## config.mk

```make
export PLATFORM = sky130hd
export DESIGN_NAME = blake2_input_buffer_flat
export DESIGN_NICKNAME = d
export VERILOG_FILES = /design/src/rtl/blake2_pkg.sv /design/src/rtl/blake2_input_buffer_if.sv /design/src/rtl/sync_fifo.sv /design/src/rtl/blake2_input_buffer.sv /design/src/flat_wrapper.sv
export SDC_FILE = /design/constraint.sdc
export NUM_CORES = 1
export LEC_CHECK = 0
export CAP_MARGIN = 20
export CORE_ASPECT_RATIO = 0.9
export CORE_MARGIN = 5
export CORE_UTILIZATION = 60
export CTS_CLUSTER_SIZE = 20
export DETAILED_ROUTE_END_ITERATION = 10
export GPL_TIMING_DRIVEN = 0
export PLACE_DENSITY = 0.89
export SYNTH_ARGS = -nofsm -noshare
export SYNTH_HDL_FRONTEND = slang
export SYNTH_SLANG_ARGS = --single-unit
```

## constraint.sdc

```tcl
create_clock -name clk -period 5.4 [get_ports clk]
set_input_delay 1.08 -clock clk [delete_from_list [all_inputs] [get_ports clk]]
set_output_delay 1.08 -clock clk [all_outputs]
set_load 0.02 [all_outputs]
```

## src/rtl/blake2_pkg.sv

```systemverilog
// Shared types and constants for the BLAKE2b input front-end.
package blake2_pkg;

   localparam int BUS_WIDTH   = 32;
   localparam int BLOCK_WIDTH = 1024;

   typedef struct packed {
      logic [BUS_WIDTH-1:0] data;
      logic                 last;
      logic [2:0]           nbytes;
   } in_entry_t;

   typedef enum logic [1:0] {
      IDLE,
      DATA,
      REQ,
      GAP
   } ibuf_state_t;

   // Non-final beats always carry a full word; final beats saturate at 4 bytes.
   function automatic logic [2:0] entry_nbytes(input logic last, input logic [2:0] nbytes);
      if (!last)
         return 3'd4;
      if (nbytes > 3'd4)
         return 3'd4;
      return nbytes;
   endfunction

endpackage

```

## src/rtl/blake2_input_buffer_if.sv

```systemverilog
// Host-side ready/valid message stream into the BLAKE2b input buffer.
interface blake2_input_buffer_if #(
   parameter int BUS_WIDTH = blake2_pkg::BUS_WIDTH
);
   logic [BUS_WIDTH-1:0] s_data;
   logic                 s_valid;
   logic                 s_last;
   logic [2:0]           s_nbytes;
   logic                 s_ready;

   modport master (
      output s_data, s_valid, s_last, s_nbytes,
      input  s_ready
   );

   modport slave (
      input  s_data, s_valid, s_last, s_nbytes,
      output s_ready
   );
endinterface

```

## src/rtl/sync_fifo.sv

```systemverilog
// Single-clock FIFO with occupancy count; pointers wrap modulo DEPTH (power of two).
module sync_fifo #(
   parameter int WIDTH = 36,
   parameter int DEPTH = 32,
   parameter int AW    = $clog2(DEPTH)
) (
   input  logic             clk,
   input  logic             reset,
   input  logic             push,
   input  logic [WIDTH-1:0] wdata,
   input  logic             pop,
   output logic [WIDTH-1:0] rdata,
   output logic [AW:0]      count,
   output logic             full,
   output logic             empty
);

   logic [WIDTH-1:0] mem [DEPTH];
   logic [AW-1:0]    wr_ptr;
   logic [AW-1:0]    rd_ptr;
   logic             do_push;
   logic             do_pop;

   assign full    = (count == (AW+1)'(DEPTH));
   assign empty   = (count == '0);
   assign do_push = push && !full;
   assign do_pop  = pop && !empty;
   assign rdata   = mem[rd_ptr];

   always_ff @(posedge clk or posedge reset) begin
      if (reset) begin
         wr_ptr <= '0;
         rd_ptr <= '0;
         count  <= '0;
      end else begin
         if (do_push)
            wr_ptr <= wr_ptr + 1'b1;
         if (do_pop)
            rd_ptr <= rd_ptr + 1'b1;
         case ({do_push, do_pop})
            2'b10:   count <= count + 1'b1;
            2'b01:   count <= count - 1'b1;
            default: count <= count;
         endcase
      end
   end

   always_ff @(posedge clk) begin
      if (do_push)
         mem[wr_ptr] <= wdata;
   end

endmodule

```

## src/rtl/blake2_input_buffer.sv

```systemverilog
// Buffers host message words and replays them to the BLAKE2b controller as
// din/valid_in beats followed by a single new_hash_request pulse.
module blake2_input_buffer
   import blake2_pkg::*;
#(
   parameter int BUS_WIDTH = blake2_pkg::BUS_WIDTH,
   parameter int DEPTH     = 32,
   parameter int AW        = $clog2(DEPTH)
) (
   input  logic                 clk,
   input  logic                 reset,
   blake2_input_buffer_if.slave host,
   input  logic                 ctrl_ready,
   output logic [BUS_WIDTH-1:0] din,
   output logic                 valid_in,
   output logic                 new_hash_request,
   output logic [2:0]           last_nbytes,
   output logic                 buf_empty,
   output logic                 buf_full,
   output logic [AW:0]          level
);

   typedef struct packed {
      logic [BUS_WIDTH-1:0] data;
      logic                 last;
      logic [2:0]           nbytes;
   } entry_t;

   entry_t      wr_entry;
   entry_t      head;
   ibuf_state_t state, state_n;
   logic        pend, pend_n;
   logic [2:0]  lnb_n;
   logic        pop;
   logic        take;
   logic        load_din;

   assign wr_entry = '{data:   host.s_data,
                       last:   host.s_last,
                       nbytes: entry_nbytes(host.s_last, host.s_nbytes)};

   sync_fifo #(
      .WIDTH ($bits(entry_t)),
      .DEPTH (DEPTH),
      .AW    (AW)
   ) u_fifo (
      .clk   (clk),
      .reset (reset),
      .push  (host.s_valid),
      .wdata (wr_entry),
      .pop   (pop),
      .rdata (head),
      .count (level),
      .full  (buf_full),
      .empty (buf_empty)
   );

   assign host.s_ready     = !buf_full;
   assign valid_in         = (state == DATA);
   assign new_hash_request = (state == REQ);

   // Pops only happen from IDLE or a non-final DATA beat, so a following
   // message can never leak out before the GAP cycle has elapsed.
   always_comb begin
      state_n  = state;
      pend_n   = pend;
      lnb_n    = last_nbytes;
      pop      = 1'b0;
      take     = 1'b0;
      load_din = 1'b0;
      case (state)
         IDLE: take = !buf_empty && ctrl_ready;
         DATA: begin
            if (pend)
               state_n = REQ;
            else if (!buf_empty && ctrl_ready)
               take = 1'b1;
            else
               state_n = IDLE;
         end
         REQ: begin
            pend_n  = 1'b0;
            state_n = GAP;
         end
         GAP:     state_n = IDLE;
         default: state_n = IDLE;
      endcase
      if (take) begin
         pop    = 1'b1;
         pend_n = head.last && (head.nbytes != 3'd0);
         if (head.last)
            lnb_n = head.nbytes;
         if (head.last && (head.nbytes == 3'd0)) begin
            state_n = REQ;
         end else begin
            state_n  = DATA;
            load_din = 1'b1;
         end
      end
   end

   always_ff @(posedge clk or posedge reset) begin
      if (reset) begin
         state       <= IDLE;
         pend        <= 1'b0;
         din         <= '0;
         last_nbytes <= '0;
      end else begin
         state       <= state_n;
         pend        <= pend_n;
         last_nbytes <= lnb_n;
         if (load_din)
            din <= head.data;
      end
   end

endmodule

```

## src/flat_wrapper.sv

```systemverilog
// flat-port wrapper written by rule: the top's interface ports become plain ports
module blake2_input_buffer_flat import blake2_pkg::*;
#(
   parameter int BUS_WIDTH = blake2_pkg::BUS_WIDTH,
   parameter int DEPTH     = 32,
   parameter int AW        = $clog2(DEPTH)
)
  (clk, reset, ctrl_ready, din, valid_in, new_hash_request, last_nbytes, buf_empty, buf_full, level, host_s_data, host_s_valid, host_s_last, host_s_nbytes, host_s_ready);
  blake2_input_buffer_if #(.BUS_WIDTH(BUS_WIDTH)) host_i ();
  input  logic clk;
  input  logic reset;
  input  logic ctrl_ready;
  output logic [BUS_WIDTH-1:0] din;
  output logic valid_in;
  output logic new_hash_request;
  output logic [2:0] last_nbytes;
  output logic buf_empty;
  output logic buf_full;
  output logic [AW:0] level;
  input wire logic [$bits(host_i.s_data)-1:0] host_s_data;
  input wire logic [$bits(host_i.s_valid)-1:0] host_s_valid;
  input wire logic [$bits(host_i.s_last)-1:0] host_s_last;
  input wire logic [$bits(host_i.s_nbytes)-1:0] host_s_nbytes;
  output wire logic [$bits(host_i.s_ready)-1:0] host_s_ready;
  assign host_i.s_data = host_s_data;
  assign host_i.s_valid = host_s_valid;
  assign host_i.s_last = host_s_last;
  assign host_i.s_nbytes = host_s_nbytes;
  assign host_s_ready = host_i.s_ready;
  blake2_input_buffer #(.BUS_WIDTH(BUS_WIDTH), .DEPTH(DEPTH), .AW(AW)) u_core (.clk(clk), .reset(reset), .host(host_i), .ctrl_ready(ctrl_ready), .din(din), .valid_in(valid_in), .new_hash_request(new_hash_request), .last_nbytes(last_nbytes), .buf_empty(buf_empty), .buf_full(buf_full), .level(level));
endmodule
```

# Yosys cells after proc, flatten, opt, wreduce, memory -nomap -nowiden
# Memories as Yosys holds them, arrays and structs flattened.
# Index checks and enable logic that the tools add are counted.
[totals]
ff_bits = 54
ramBits = 1152
wordCells = 58
n_memories = 1
[memory_table]
columns = ["name", "depth", "width", "read_ports", "rd_clocked_by_memory_dff", "write_ports", "line_no", "rtl"]
rows = [
  ["u_core.u_fifo.mem", 32, 36, 1, 0, 1, "sync_fifo.sv:18", "logic [WIDTH-1:0] mem [DEPTH];"],
]
[op_classes]
addsub = 4
n_lt_le_gt_ge = 1
eq_ne = 7
n_mux = 22
n_reduce_logical = 16
[ops]
columns = ["operator", "n"]
rows = [
  ["two-way mux 3 bit", 4],
  ["one-hot mux 6 bit (2 select lines)", 1],
  ["two-way mux 1 bit", 11],
  ["adder 5 x 1 -> 5 bit, second input constant", 2],
  ["two-way mux 2 bit", 4],
  ["adder 6 x 1 -> 6 bit, second input constant", 1],
  ["== test 2 bit, second input constant", 3],
  ["== test 6 bit, second input constant", 1],
  ["logical NOT 6 bit", 1],
  ["one-hot mux 2 bit (3 select lines)", 1],
  ["subtractor 6 x 1 -> 6 bit, second input constant", 1],
  ["logical AND 1 bit", 5],
  ["== test 2 x 1 -> 1 bit, second input constant", 2],
  ["!= test 4 x 2 -> 1 bit, second input constant", 1],
  ["AND reduction 2 bit", 2],
  ["nonzero test 2 bit", 2],
  ["nonzero test 4 bit", 1],
  ["greater-than comparator 3 bit, second input constant", 1],
  ["logical NOT 3 bit", 1],
  ["nonzero test 3 bit", 1],
  ["logical NOT 1 bit", 2],
  ["logical NOT 2 bit", 1],
  ["one-hot mux 1 bit (2 select lines)", 1],
]

# Longest topological paths before layout
[depth]
ltp_word = 10
mapped_depth = 15
depth_no_buf = 14

# By module
# A second synthesis with hierarchy kept.
[unflattened]
cells_unflattened = 2125
area_unflattened_um2 = 46250.6
[modules_own_cells]
columns = ["module", "n_inst", "cells_each", "area_per_inst_um2"]
rows = [
  ["sync_fifo", 1, 2015, 44487.7],
  ["blake2_input_buffer", 1, 110, 1762.9],
]

# Worst setup path before layout
# OpenSTA, ideal clock, no wires.
[synth_path]
path_type = "input port to flip-flop"
startpoint = "in host_s_valid"
endpoint = "mem u_core.u_fifo.mem[31][0] (enable)"
setup_time_ns = 0.429
arrival_ns = 3.241
slack_ns = 1.730
path_stages = 5
path_buffers = 2
cell_sequence = "and2_1 -> clkbuf_1 -> nand2_1 -> buf_2 -> nor2_1"
[synth_via]
elab_chain_len = 3
[synth_lines]
columns = ["element", "line_no", "rtl"]
rows = [
  ["from (decl)", "flat_wrapper.sv:21", "input wire logic [$bits(host_i.s_valid)-1:0] host_s_valid;"],
  ["logical AND 1 bit", "sync_fifo.sv:26", "assign do_push = push && !full;"],
  ["two-way mux 1 bit", "sync_fifo.sv:49", "if (do_push)"],
  ["two-way mux 1 bit (implied by the code)", "sync_fifo.sv:50", "mem[wr_ptr] <= wdata;"],
  ["to (decl)", "sync_fifo.sv:18", ""],
]
# Every way passes these cells.

# Final worst setup path
[layout_path]
startpoint = "reg u_core.u_fifo.rd_ptr[4]"
endpoint = "reg u_core.din[14]"
[layout_via]
elab_chain_len = 5
[layout_lines]
columns = ["element", "line_no", "rtl"]
rows = [
  ["from (decl)", "sync_fifo.sv:20", "logic [AW-1:0] rd_ptr;"],
  ["from (signal assigned)", "sync_fifo.sv:39", "rd_ptr <= rd_ptr + 1'b1;"],
  ["memory (32 x 36 bit) *", "n/a", ""],
  ["logical NOT 3 bit", "blake2_input_buffer.sv:93", "if (head.last && (head.nbytes == 3'd0)) begin"],
  ["logical AND 1 bit", "blake2_input_buffer.sv:93", ""],
  ["two-way mux 1 bit", "blake2_input_buffer.sv:93", ""],
  ["two-way mux 1 bit", "blake2_input_buffer.sv:88", "if (take) begin"],
  ["to (signal assigned)", "blake2_input_buffer.sv:113", "din <= head.data;"],
  ["to (decl)", "blake2_input_buffer.sv:14", "output logic [BUS_WIDTH-1:0] din,"],
]
# Mark *: on every way between the ends. The rest lies on a longest branch, timed or not.
# A chain may end at the register's enable or synchronous reset.

==> results.json <==
{
  "final_layout_size_suffix_gt1_share_pct": 32.6,
  "grtUsageTotal_pct": 34.3,
  "skew_ns": 0.0463,
  "max_freq_mhz": 225,
  "slew_viol_final": 0,
  "cp.required_ns": 5.98,
  "antenna_found_initial": 4,
  "synth.distinct_cells": 51,
  "synth_seq_cells": 1206,
  "io_pins": 86,
  "start_kind": "flop",
  "ant_nets": 0,
  "max_slew.worst_pin.slew_ns": 1.45,
  "syn_nets": 1993,
  "r2r_start": "u_core.u_fifo.rd_ptr[4]$_DFFE_PP0P_",
  "status": "complete, no violations",
  "period_share_pct": 82.4,
  "maxCapViolCount": 0,
  "avgSynthCellArea_sq_um": 23.9,
  "nNetsFinal": 2244,
  "final.setup.tns_ns": 0,
  "ys.flop_type": "edfxtp_1",
  "crit_type": "flop to flop",
  "final_common_cell": "edfxtp_1",
  "hold_depth": 1,
  "clock_sinks": 1206,
  "dp_hpwl_mm": 78.9,
  "grt_pass1_wl_mm": 195,
  "final_cell_mix": "1152 x edfxtp_1, 331 x mux4_2, 117 x clkbuf_16",
  "multi_input_area_sq_um": 10000,
  "cts_tree": "done",
  "post_cts_resized": 0,
  "grt_max_degree": 39,
  "cts_buffer_depth": 3,
  "regArea_sq_um": 35900,
  "drt-pass1-iter-count": 5,
  "period_minus_slack_ns": 4.45,
  "grt.overflow.total": 0,
  "placed_cell_area_sq_um": 49700,
  "fin_area_sq_um": 53900,
  "synth_enable_flop_cells": 1152,
  "hold_violations": 0,
  "drt-total-wl_mm": 146,
  "syn2layout_area_growth_pct": 16.2,
  "r2r_slack_ns": 0.95,
  "holdWs_ns": 0.509,
  "slew_headroom_pct": 3.43,
  "core_area_sq_um": 76400,
  "finalSetupViolations": 0,
  "crit_path_end_kind": "flop",
  "cts-root-buf": "clkbuf_16",
  "die_w_um": 303,
  "cts_made_buffers": 113,
  "path_clk_slew_ns": 0.07,
  "dieArea_sq_um": 82900,
  "yosys_warnings": 0,
  "crit_path_max_fanout": 10,
  "hold_path_class": "flop to flop",
  "async_flop_share_pct": 4.48,
  "p_leak_nw": 17.2,
  "post-cts-setup-buffers": 0,
  "vdd_drop_max_uv": 376,
  "cp.arrival_ns": 5.03,
  "hold_start": "u_core.din[9]$_DFFE_PP0P_",
  "hold_end": "u_core.din[9]$_DFFE_PP0P_",
  "ctsHoldBuffers": 0,
  "wl_per_cell_um": 44.0,
  "initial_core_util_pct": 60.7,
  "yosysSeqAreaShare_pct": 77.5,
  "nFillCells": 4098,
  "final_cells": 3321,
  "first_global_vias": 25300,
  "syn_inst": 1939,
  "rsz0062_at_grt": "no",
  "gp_congestion": 0.822,
  "fp.dieH_um": 274,
  "insertion_delay_ns": 0.73,
  "fin_util_pct": 70.5,
  "rows": 96,
  "cts_max_level": 3,
  "rr_worst_depth": 7,
  "vias_per_cell": 7.72,
  "drc_errors": 0,
  "portBuffers": 85,
  "vias": 25600,
  "dr.first_iter.drc_count": 4646,
  "post-place-cells": 3096,
  "power.density_nw_per_um2": 554,
  "synth_area_sq_um": 46400,
  "r2r_end": "u_core.din[14]$_DFFE_PP0P_"
}
-- how the worst max path moves through the flow --
stage / depth (start not counted) / to / startpoint / slack (ns)
3_3_place_gp: 6 / u_core.u_fifo.mem[15][5]$_DFFE_PP_ / host_s_valid / -1.08
3_5_place_dp: 3 / u_core.u_fifo.mem[29][0]$_DFFE_PP_ / host_s_last / 0.74
2_1_floorplan: 5 / u_core.u_fifo.mem[31][0]$_DFFE_PP_ / host_s_valid / 1.73
4_1_cts: 7 / u_core.din[22]$_DFFE_PP0P_ / u_core.u_fifo.rd_ptr[3]$_DFFE_PP0P_ / 1.29
6_report: 7 / u_core.din[14]$_DFFE_PP0P_ / u_core.u_fifo.rd_ptr[4]$_DFFE_PP0P_ / 0.95
5_1_grt: 7 / u_core.din[14]$_DFFE_PP0P_ / u_core.u_fifo.rd_ptr[4]$_DFFE_PP0P_ / 1.14
-- cell usage after synthesis, types with 2 or more instances --
cell	n	area share, %
or3b_2	2	0.038
mux4_2	331	16
nand2_1	22	0.18
nor2_1	46	0.37
nand3_1	4	0.043
o221ai_1	3	0.057
nor2b_1	7	0.094
a2bb2oi_1	2	0.038
o21ai_0	15	0.16
buf_2	41	0.44
dfrtp_1	54	2.9
clkbuf_1	22	0.18
buf_4	22	0.36
edfxtp_1	1152	75
and2_1	2	0.027
a211oi_1	5	0.081
mux2i_1	34	0.73
inv_1	11	0.089
o211ai_1	3	0.049
nand4_1	4	0.054
a32o_1	2	0.043
buf_6	12	0.29
xor2_1	3	0.057
a22o_1	2	0.038
mux2_2	69	1.7
a221oi_1	4	0.076
ha_1	13	0.35
o22ai_1	3	0.040
nand3b_1	5	0.081
xnor2_1	10	0.19
a22oi_1	3	0.049
nand2b_1	2	0.027
nor3_1	4	0.043
a21oi_1	8	0.086
-- routing by layer --
layer	wire (um)	part of all wire [%]	track usage (%)
met4	11100	7.6	19.1
met1	43400	30	41.7
met5	13	0.0089	0
met3	19800	14	8.72
met2	71600	49	56.8
-- cells by family after synthesis --
group / count (synthesis) / synth area share [%]
DFF: 1206 / 77.5
muxes: 435 / 18.5
buffers and inverters: 109 / 1.37
and+or+nand+nor: 105 / 1.07
AOI/OAI and AO/OA: 57 / 0.837
adders and majority gates: 14 / 0.394
xor gates and xnor gates: 13 / 0.246
-- stage by stage --
stage	setup slack [ns]	power [mW]
2_1_floorplan	1.73	17.2
6_report	0.952	29.8
4_1_cts	1.29	29.4
3_3_place_gp	-1.08	19.7
3_5_place_dp	0.744	20.5
5_1_grt	1.14	30.4
-- critical path: stages (launching register included) --
cell and delay (ns):
dfrtp_1 0.59, clkbuf_1 0.97, nand4_1 0.35, o22ai_1 0.35, nor2_1 0.11, o21ai_2 1.03, buf_4 0.46, mux2_2 0.42
-- flip-flops by register name (all words and copies together) (netlist names) --
name and flops:
u_core.u_fifo.count 6, u_core.u_fifo.mem 1152, u_core.u_fifo.wr_ptr 5, u_core.state 2
u_core.last_nbytes 3, u_core.u_fifo.rd_ptr 5, u_core.pend 1, u_core.din 32
-- where the power goes --
group	internal (mW)	total, mW	leakage (nW)	switching, mW
combinational	4.18	9.73	4.21	5.55
sequential	11.0	11.4	11.0	0.364
clock	4.99	8.72	1.94	3.73
-- final cells by class --
cell class | count | area share, %
Clock buffer | 134 | 5.49
Tap cell | 1029 | 2.39
Sequential cell | 1206 | 66.7
Buffer | 98 | 1.10
Clock inverter | 80 | 1.87
Antenna cell | 3 | 0.0139
Timing Repair Buffer | 136 | 3.69
Multi-Input combinational cell | 624 | 18.6
Inverter | 11 | 0.0813
(Power assumes the default switching activity.)
